$ cat config.mk
export PLATFORM = sky130hd
export DESIGN_NAME = qed_consistency_monitor
export DESIGN_NICKNAME = d
export VERILOG_FILES = /design/src/rtl/qed_chk_pkg.sv /design/src/rtl/qed_pair_cmp_lane.sv /design/src/rtl/qed_consistency_monitor.sv
export SDC_FILE = /design/constraint.sdc
export NUM_CORES = 2
export LEC_CHECK = 0
export CAP_MARGIN = 20
export CORE_MARGIN = 8
export CORE_UTILIZATION = 35
export CTS_BUF_LIST = sky130_fd_sc_hd__clkbuf_4 sky130_fd_sc_hd__clkbuf_8 sky130_fd_sc_hd__clkbuf_16
export CTS_CLUSTER_SIZE = 8
export DETAILED_ROUTE_END_ITERATION = 8
export GPL_ROUTABILITY_DRIVEN = 0
export PLACE_DENSITY = 0.55
export REMOVE_ABC_BUFFERS = 1
export SYNTH_ARGS = -nofsm -noshare
export SYNTH_HDL_FRONTEND = slang
export SYNTH_HIERARCHICAL = 1
export SYNTH_SLANG_ARGS = --single-unit
$ cat constraint.sdc
create_clock -name clk_i -period 7.5 [get_ports clk_i]
set_input_delay 1.5 -clock clk_i [delete_from_list [all_inputs] [get_ports clk_i]]
set_output_delay 1.5 -clock clk_i [all_outputs]
set_load 0.01 [all_outputs]
$ cat src/rtl/qed_chk_pkg.sv
// Shared types and elaboration helpers for the QED consistency monitor.
// Holds the FSM state type, default sizing and parameter legality checks.
package qed_chk_pkg;

   typedef enum logic [1:0] {StIdle, StSnap, StScan, StReport} qed_state_e;

   localparam int unsigned HALF = 16;

   function automatic int unsigned scan_cycles(int unsigned half, int unsigned lanes,
                                               int unsigned skip_zero);
      return (half - skip_zero + lanes - 1) / lanes;
   endfunction

   function automatic bit params_ok(int unsigned num_regs, int unsigned lanes,
                                    int unsigned skip_zero);
      return (num_regs % 2 == 0) && (num_regs >= 2) && (lanes >= 1) &&
             (lanes <= num_regs / 2) && (skip_zero <= 1) && (num_regs / 2 > skip_zero);
   endfunction

endpackage

$ cat src/rtl/qed_pair_cmp_lane.sv
// Combinational LANES-wide register-pair comparator.
// Reports whether any valid lane differs and the lowest such lane with its values.
module qed_pair_cmp_lane
   import qed_chk_pkg::*;
#(
   parameter int unsigned LANES = 4,
   parameter int unsigned XLEN  = 32,
   localparam int unsigned LANE_W = (LANES > 1) ? $clog2(LANES) : 1
) (
   input  logic [LANES*XLEN-1:0] orig_i,
   input  logic [LANES*XLEN-1:0] dup_i,
   input  logic [LANES-1:0]      valid_i,
   output logic                  any_mismatch_o,
   output logic [LANE_W-1:0]     lane_o,
   output logic [XLEN-1:0]       orig_o,
   output logic [XLEN-1:0]       dup_o
);

   logic [LANES-1:0] diff;

   always_comb begin
      diff           = '0;
      any_mismatch_o = 1'b0;
      lane_o         = '0;
      orig_o         = '0;
      dup_o          = '0;
      for (int unsigned l = 0; l < LANES; l++) begin
         diff[l] = valid_i[l] && (orig_i[l*XLEN +: XLEN] != dup_i[l*XLEN +: XLEN]);
      end
      any_mismatch_o = |diff;
      // Walk downwards so the lowest differing lane is the one left standing.
      for (int l = int'(LANES) - 1; l >= 0; l--) begin
         if (diff[l]) begin
            lane_o = LANE_W'(l);
            orig_o = orig_i[l*XLEN +: XLEN];
            dup_o  = dup_i[l*XLEN +: XLEN];
         end
      end
   end

endmodule

$ cat src/rtl/qed_consistency_monitor.sv
// QED consistency monitor: counts original/duplicate commits and, at each consistent
// point, snapshots the register file and compares orig/dup pairs LANES at a time.
module qed_consistency_monitor
   import qed_chk_pkg::*;
#(
   parameter int unsigned NUM_REGS  = 32,
   parameter int unsigned XLEN      = 32,
   parameter int unsigned LANES     = 4,
   parameter int unsigned SKIP_ZERO = 1,
   parameter int unsigned CNT_W     = 16,
   localparam int unsigned HALF_R   = NUM_REGS / 2,
   localparam int unsigned IDX_W    = (HALF_R > 1) ? $clog2(HALF_R) : 1
) (
   input  logic                     clk_i,
   input  logic                     rst_ni,
   input  logic                     chk_en_i,
   input  logic                     orig_commit_i,
   input  logic                     dup_commit_i,
   input  logic [NUM_REGS*XLEN-1:0] regs_flat_i,
   output logic                     busy_o,
   output logic                     check_done_o,
   output logic                     mismatch_o,
   output logic [IDX_W-1:0]         mismatch_idx_o,
   output logic [XLEN-1:0]          mismatch_orig_o,
   output logic [XLEN-1:0]          mismatch_dup_o,
   output logic                     order_err_o,
   output logic [CNT_W-1:0]         check_count_o,
   output logic [CNT_W-1:0]         missed_count_o
);

   localparam int unsigned LANE_W = (LANES > 1) ? $clog2(LANES) : 1;
   localparam int unsigned SCAN_W = $clog2(HALF_R + LANES + 1);
   localparam int unsigned NCYC   = scan_cycles(HALF_R, LANES, SKIP_ZERO);

   if (!params_ok(NUM_REGS, LANES, SKIP_ZERO)) begin : g_param_err
      $error("qed_consistency_monitor: illegal NUM_REGS/LANES/SKIP_ZERO");
   end

   qed_state_e                state_q, state_d;
   logic [CNT_W-1:0]          orig_cnt_q, dup_cnt_q, orig_nx, dup_nx;
   logic [CNT_W-1:0]          check_cnt_q, missed_cnt_q;
   logic [SCAN_W-1:0]         scan_idx_q, scan_idx_d, scan_left_q, scan_left_d;
   logic [NUM_REGS*XLEN-1:0]  snap_q;
   logic                      mismatch_q, order_err_q;
   logic [IDX_W-1:0]          mm_idx_q;
   logic [XLEN-1:0]           mm_orig_q, mm_dup_q;
   logic                      trigger, order_hit;

   logic [LANES*XLEN-1:0]     grp_orig, grp_dup;
   logic [LANES-1:0]          grp_valid;
   logic                      any_mm;
   logic [LANE_W-1:0]         mm_lane;
   logic [XLEN-1:0]           mm_orig_val, mm_dup_val;

   assign orig_nx   = orig_cnt_q + CNT_W'(orig_commit_i);
   assign dup_nx    = dup_cnt_q + CNT_W'(dup_commit_i);
   assign trigger   = chk_en_i & dup_commit_i & (orig_nx == dup_nx);
   assign order_hit = dup_commit_i & ~orig_commit_i & (dup_cnt_q == orig_cnt_q);

   // Gather the current scan group; lanes past the last original register are masked off.
   always_comb begin
      grp_orig  = '0;
      grp_dup   = '0;
      grp_valid = '0;
      for (int unsigned l = 0; l < LANES; l++) begin
         if (32'(scan_idx_q) + l < HALF_R) begin
            grp_valid[l]              = 1'b1;
            grp_orig[l*XLEN +: XLEN] = snap_q[(32'(scan_idx_q) + l)*XLEN +: XLEN];
            grp_dup[l*XLEN +: XLEN]  = snap_q[(32'(scan_idx_q) + l + HALF_R)*XLEN +: XLEN];
         end
      end
   end

   qed_pair_cmp_lane #(
      .LANES (LANES),
      .XLEN  (XLEN)
   ) u_cmp (
      .orig_i         (grp_orig),
      .dup_i          (grp_dup),
      .valid_i        (grp_valid),
      .any_mismatch_o (any_mm),
      .lane_o         (mm_lane),
      .orig_o         (mm_orig_val),
      .dup_o          (mm_dup_val)
   );

   always_comb begin
      state_d     = state_q;
      scan_idx_d  = scan_idx_q;
      scan_left_d = scan_left_q;
      unique case (state_q)
         StIdle: if (trigger) state_d = StSnap;
         StSnap: begin
            state_d     = StScan;
            scan_idx_d  = SCAN_W'(SKIP_ZERO);
            scan_left_d = SCAN_W'(NCYC - 1);
         end
         StScan: begin
            scan_idx_d  = scan_idx_q + SCAN_W'(LANES);
            scan_left_d = scan_left_q - SCAN_W'(1);
            if (any_mm || scan_left_q == '0) state_d = StReport;
         end
         StReport: state_d = StIdle;
         default:  state_d = StIdle;
      endcase
   end

   always_ff @(posedge clk_i or negedge rst_ni) begin
      if (!rst_ni) begin
         state_q      <= StIdle;
         orig_cnt_q   <= '0;
         dup_cnt_q    <= '0;
         check_cnt_q  <= '0;
         missed_cnt_q <= '0;
         scan_idx_q   <= '0;
         scan_left_q  <= '0;
         snap_q       <= '0;
         mismatch_q   <= 1'b0;
         order_err_q  <= 1'b0;
         mm_idx_q     <= '0;
         mm_orig_q    <= '0;
         mm_dup_q     <= '0;
      end else begin
         state_q     <= state_d;
         orig_cnt_q  <= orig_nx;
         dup_cnt_q   <= dup_nx;
         scan_idx_q  <= scan_idx_d;
         scan_left_q <= scan_left_d;
         if (order_hit) order_err_q <= 1'b1;
         if (trigger && state_q != StIdle && missed_cnt_q != '1) begin
            missed_cnt_q <= missed_cnt_q + CNT_W'(1);
         end
         if (state_q == StSnap) snap_q <= regs_flat_i;
         if (state_q == StReport && check_cnt_q != '1) check_cnt_q <= check_cnt_q + CNT_W'(1);
         if (state_q == StScan && any_mm) begin
            mismatch_q <= 1'b1;
            if (!mismatch_q) begin
               mm_idx_q  <= IDX_W'(32'(scan_idx_q) + 32'(mm_lane));
               mm_orig_q <= mm_orig_val;
               mm_dup_q  <= mm_dup_val;
            end
         end
      end
   end

   assign busy_o          = (state_q != StIdle);
   assign check_done_o    = (state_q == StReport);
   assign mismatch_o      = mismatch_q;
   assign mismatch_idx_o  = mm_idx_q;
   assign mismatch_orig_o = mm_orig_q;
   assign mismatch_dup_o  = mm_dup_q;
   assign order_err_o     = order_err_q;
   assign check_count_o   = check_cnt_q;
   assign missed_count_o  = missed_cnt_q;

endmodule

==> reports/metrics.csv <==
metric;value;unit
area_delta_synth_final;29.85;%
synthSimpleGateAreaFrac;4.621;%
ys_seq_area_share;46.95;%
cp-start-kind;flip-flop;
cts.htree.levels;4;
hold_buffers;0;
crit_path_top_delay_cell;dfrtp_4;
cp_data_required_time;8.19;ns
postRouteAntennaNets;0;
slew_violations;0;
hpwl;197700;um
drt_wl_total;256000;um
synthXorXnorAreaFrac;2.966;%
postSynthAreaPerCell;13.15;um^2
clk_pin_slew_worst_paths;0.06;ns
synth-edff-count;0;
yosys_warnings;6;
grt_overflow_total;0;
postCtsResizedCells;0;
clock-root-buffer;clkbuf_16;
hold_viol;0;
synth_top_family_by_area;multiplexers;
setup_viol;0;
top_level_ports;1133;
grt_pass1_vias;46624;
multi_input_area;31570;um^2
drive_gt1_share;29.60;%
period_share;86.82;%
cp-end-kind;flip-flop;
critPathTopFamily;simple AND/OR/NAND/NOR gates;
fill_cells;16290;
drcViolationCount;0;
worstSetupPathType;reg2reg;
die_h;437.9;um
ys.flop_type;dfrtp_1;
maxCapViolCount;0;
crit_buf_inv;3;
final_cell_count_no_fill;8194;
die_area;191800;um^2
rsz0062_at_grt;false;
io_buffers;1132;
ys_seq_elements;1169;
track_usage;25.79;%
rows;155;
max_freq;0.1536;GHz
regArea;29270;um^2
async_reset_ff_share;100.0;%
routedWlPerCell;31.24;um
slowest_delay;0.86;ns
drt-initial-drc-count;3519;
worstPathArrival;7.20;ns
fp.dieW;437.9;um
cp_max_fo;70;
holdCritPathClass;reg2reg;
dp_cells;7940;
initial_core_util;35.07;%
grt_max_degree;188;
nets;6800;
first_pass_iters;6;
clock_latency;0.82;ns
grt_pass1_wl;358200;um
vias;44817;
cts.sinks;1169;
period_needed;6.512;ns
skew;0.04364;ns
synth_area;62300;um^2
viasPerCell;5.469;
status;finished clean;
setup_tns;0;ns
path_cells;buf_4, mux2i_1, mux2i_1, o21ai_0, o22ai_1, xnor2_1, nand4_1, nor4_1, a21boi_4, buf_4, nor2_1, nand2_1, nand3b_1, buf_12, mux2_2;
yosys.area_share.adder;0.3414;%
cts_inserted_buffers;167;
tightestPinTransition;1.238;ns
peakVddDrop;0.1637;mV
clk_path_buf_depth;3;
slew-limit-headroom;17.49;%
synthCells;4738;
yosysUniqueCellTypes;60;
synth-compound-area-share;4.392;%
yosys-mux-area-fraction;38.22;%
placeableCoreArea;177600;um^2
leakagePower;35.85;nW
grt_antenna_before_repair;113;
cts_tree;built;
postCtsSetupRepairBufs;0;
powerDensity;195.9;nW/um^2
state kept, by name, indices dropped and copies added, names as in the netlist, 2 cells and up:
register	cells
mismatch_orig_o	32
missed_count_o	16
state_q	2
snap_q	1024
orig_cnt_q	16
check_count_o	16
mismatch_idx_o	4
dup_cnt_q	16
scan_idx_q	4
scan_left_q	5
mismatch_dup_o	32
path summary, 6_finish.rpt:
kind	slack, ns	from	cells after the start	to
hold reg to reg	0.48	order_err_o	1	order_err_o
max in group asynchronous	5.22	rst_ni	3	snap_q[949]
min in group asynchronous	0.75	rst_ni	1	snap_q[432]
setup reg to reg	0.99	scan_idx_q[2]	15	mismatch_orig_o[5]
hold / removal	0.48	order_err_o	1	order_err_o
setup / recovery	0.99	scan_idx_q[2]	15	mismatch_orig_o[5]
power breakdown:
group	leakage, nW	switching (mW)	internal (mW)	total, mW
clock	2.27	2.90	4.09	6.99
combinational	19.8	0.856	1.05	1.91
sequential	13.7	0.299	6.65	6.95
total	35.9	4.05	11.8	15.8
Yosys cell counts (7+ instances only):
master / n / area, um^2
clkbuf_1: 273 / 1025
buf_4: 7 / 52.55
a311oi_2: 30 / 450.4
ha_1: 17 / 212.7
nor3_1: 11 / 55.05
nor4_2: 7 / 87.58
inv_1: 27 / 101.4
o21ai_0: 44 / 220.2
and3_1: 10 / 62.56
mux2_2: 1095 / 12330
nor4_1: 16 / 100.1
mux4_2: 224 / 5045
xor2_1: 57 / 499.2
nand4_1: 53 / 331.6
o31ai_1: 12 / 90.09
nor2_1: 303 / 1137
buf_2: 13 / 65.06
a21oi_1: 70 / 350.3
buf_1: 65 / 244.0
o22ai_1: 34 / 212.7
o211ai_1: 32 / 240.2
dfrtp_1: 1169 / 29250
o31ai_2: 52 / 650.6
a311oi_1: 35 / 306.5
xnor2_1: 154 / 1349
nand2_1: 204 / 765.7
nand3_1: 24 / 120.1
mux2i_1: 642 / 6426
area by class of cell:
type	instances	area share, %
clock buffers	188	5.420
inverters	28	0.1361
diodes	52	0.1609
flip-flops and latches	1169	36.18
well taps	2355	3.642
repair buffers	1211	15.15
clock inverters	14	0.2799
multi-input cells	3177	39.03
routing by layer:
layer | global-route usage (%) | up-vias | share of wire [%]
met4 | 9.471 | 44 | 3.7
met1 | 31.92 | 23324 | 40
met5 | 0 | - | 0.11
met2 | 44.34 | 1547 | 50
li1 | - | 19498 | -
met3 | 5.565 | 404 | 5.6
cells by family (layout without fill, tap and decap cells):
logic type	count (synthesis)	in the layout
xor+xnor	211	211
compound gates	333	333
other cells	0	52
simple gates	654	654
mux	1962	1962
buf+inv	392	1441
fa+ha+maj	17	17
flops	1169	1169
cells in the final DEF, fill, tap and decap left out, types with 30 or more instances in the layout:
master and n:
a311oi_2 30, nand4_1 53, clkbuf_16 169, o22ai_1 34
mux2i_1 642, o211ai_1 32, buf_4 53, a311oi_1 35
diode_2 52, o21ai_0 44, xnor2_1 154, o31ai_2 52
nand2_1 202, xor2_1 57, mux2_2 1095, mux4_2 224
nor2_1 303, clkdlybuf4s50_1 1131, dfrtp_1 1165, a21oi_1 70
worst register-to-register path, delay by kind of cell, from the launching register on:
kind                      cells  cell delay [ns]
buffers and inverters         3             1.47
AOI/OAI and AO/OA             3             0.73
DFF                           1             0.86
xor gates and xnor gates      1             0.58
muxes                         3             1.11
and+or+nand+nor               5             1.66
metrics by stage:
| step | area (um^2) | worst slack, ns | total power [mW] | hold WS, ns | util [%] |
|---|---|---|---|---|---|
| after global routing | 80840 | 0.7148 | 16.45 | 0.5084 | 45.51 |
| after floorplan | 60850 | -26.77 | 7.750 | 0.4803 | - |
| after detailed placement | 76160 | 1.001 | 8.975 | 0.4726 | 42.87 |
| final | 80900 | 0.9885 | 15.85 | 0.4813 | 45.54 |
| after CTS | 80770 | 0.9771 | 16.06 | 0.4853 | 45.46 |
| after global placement | 76160 | 1.049 | 8.959 | 0.4581 | 42.87 |
Note: power is estimated with default switching activity, not from simulation.
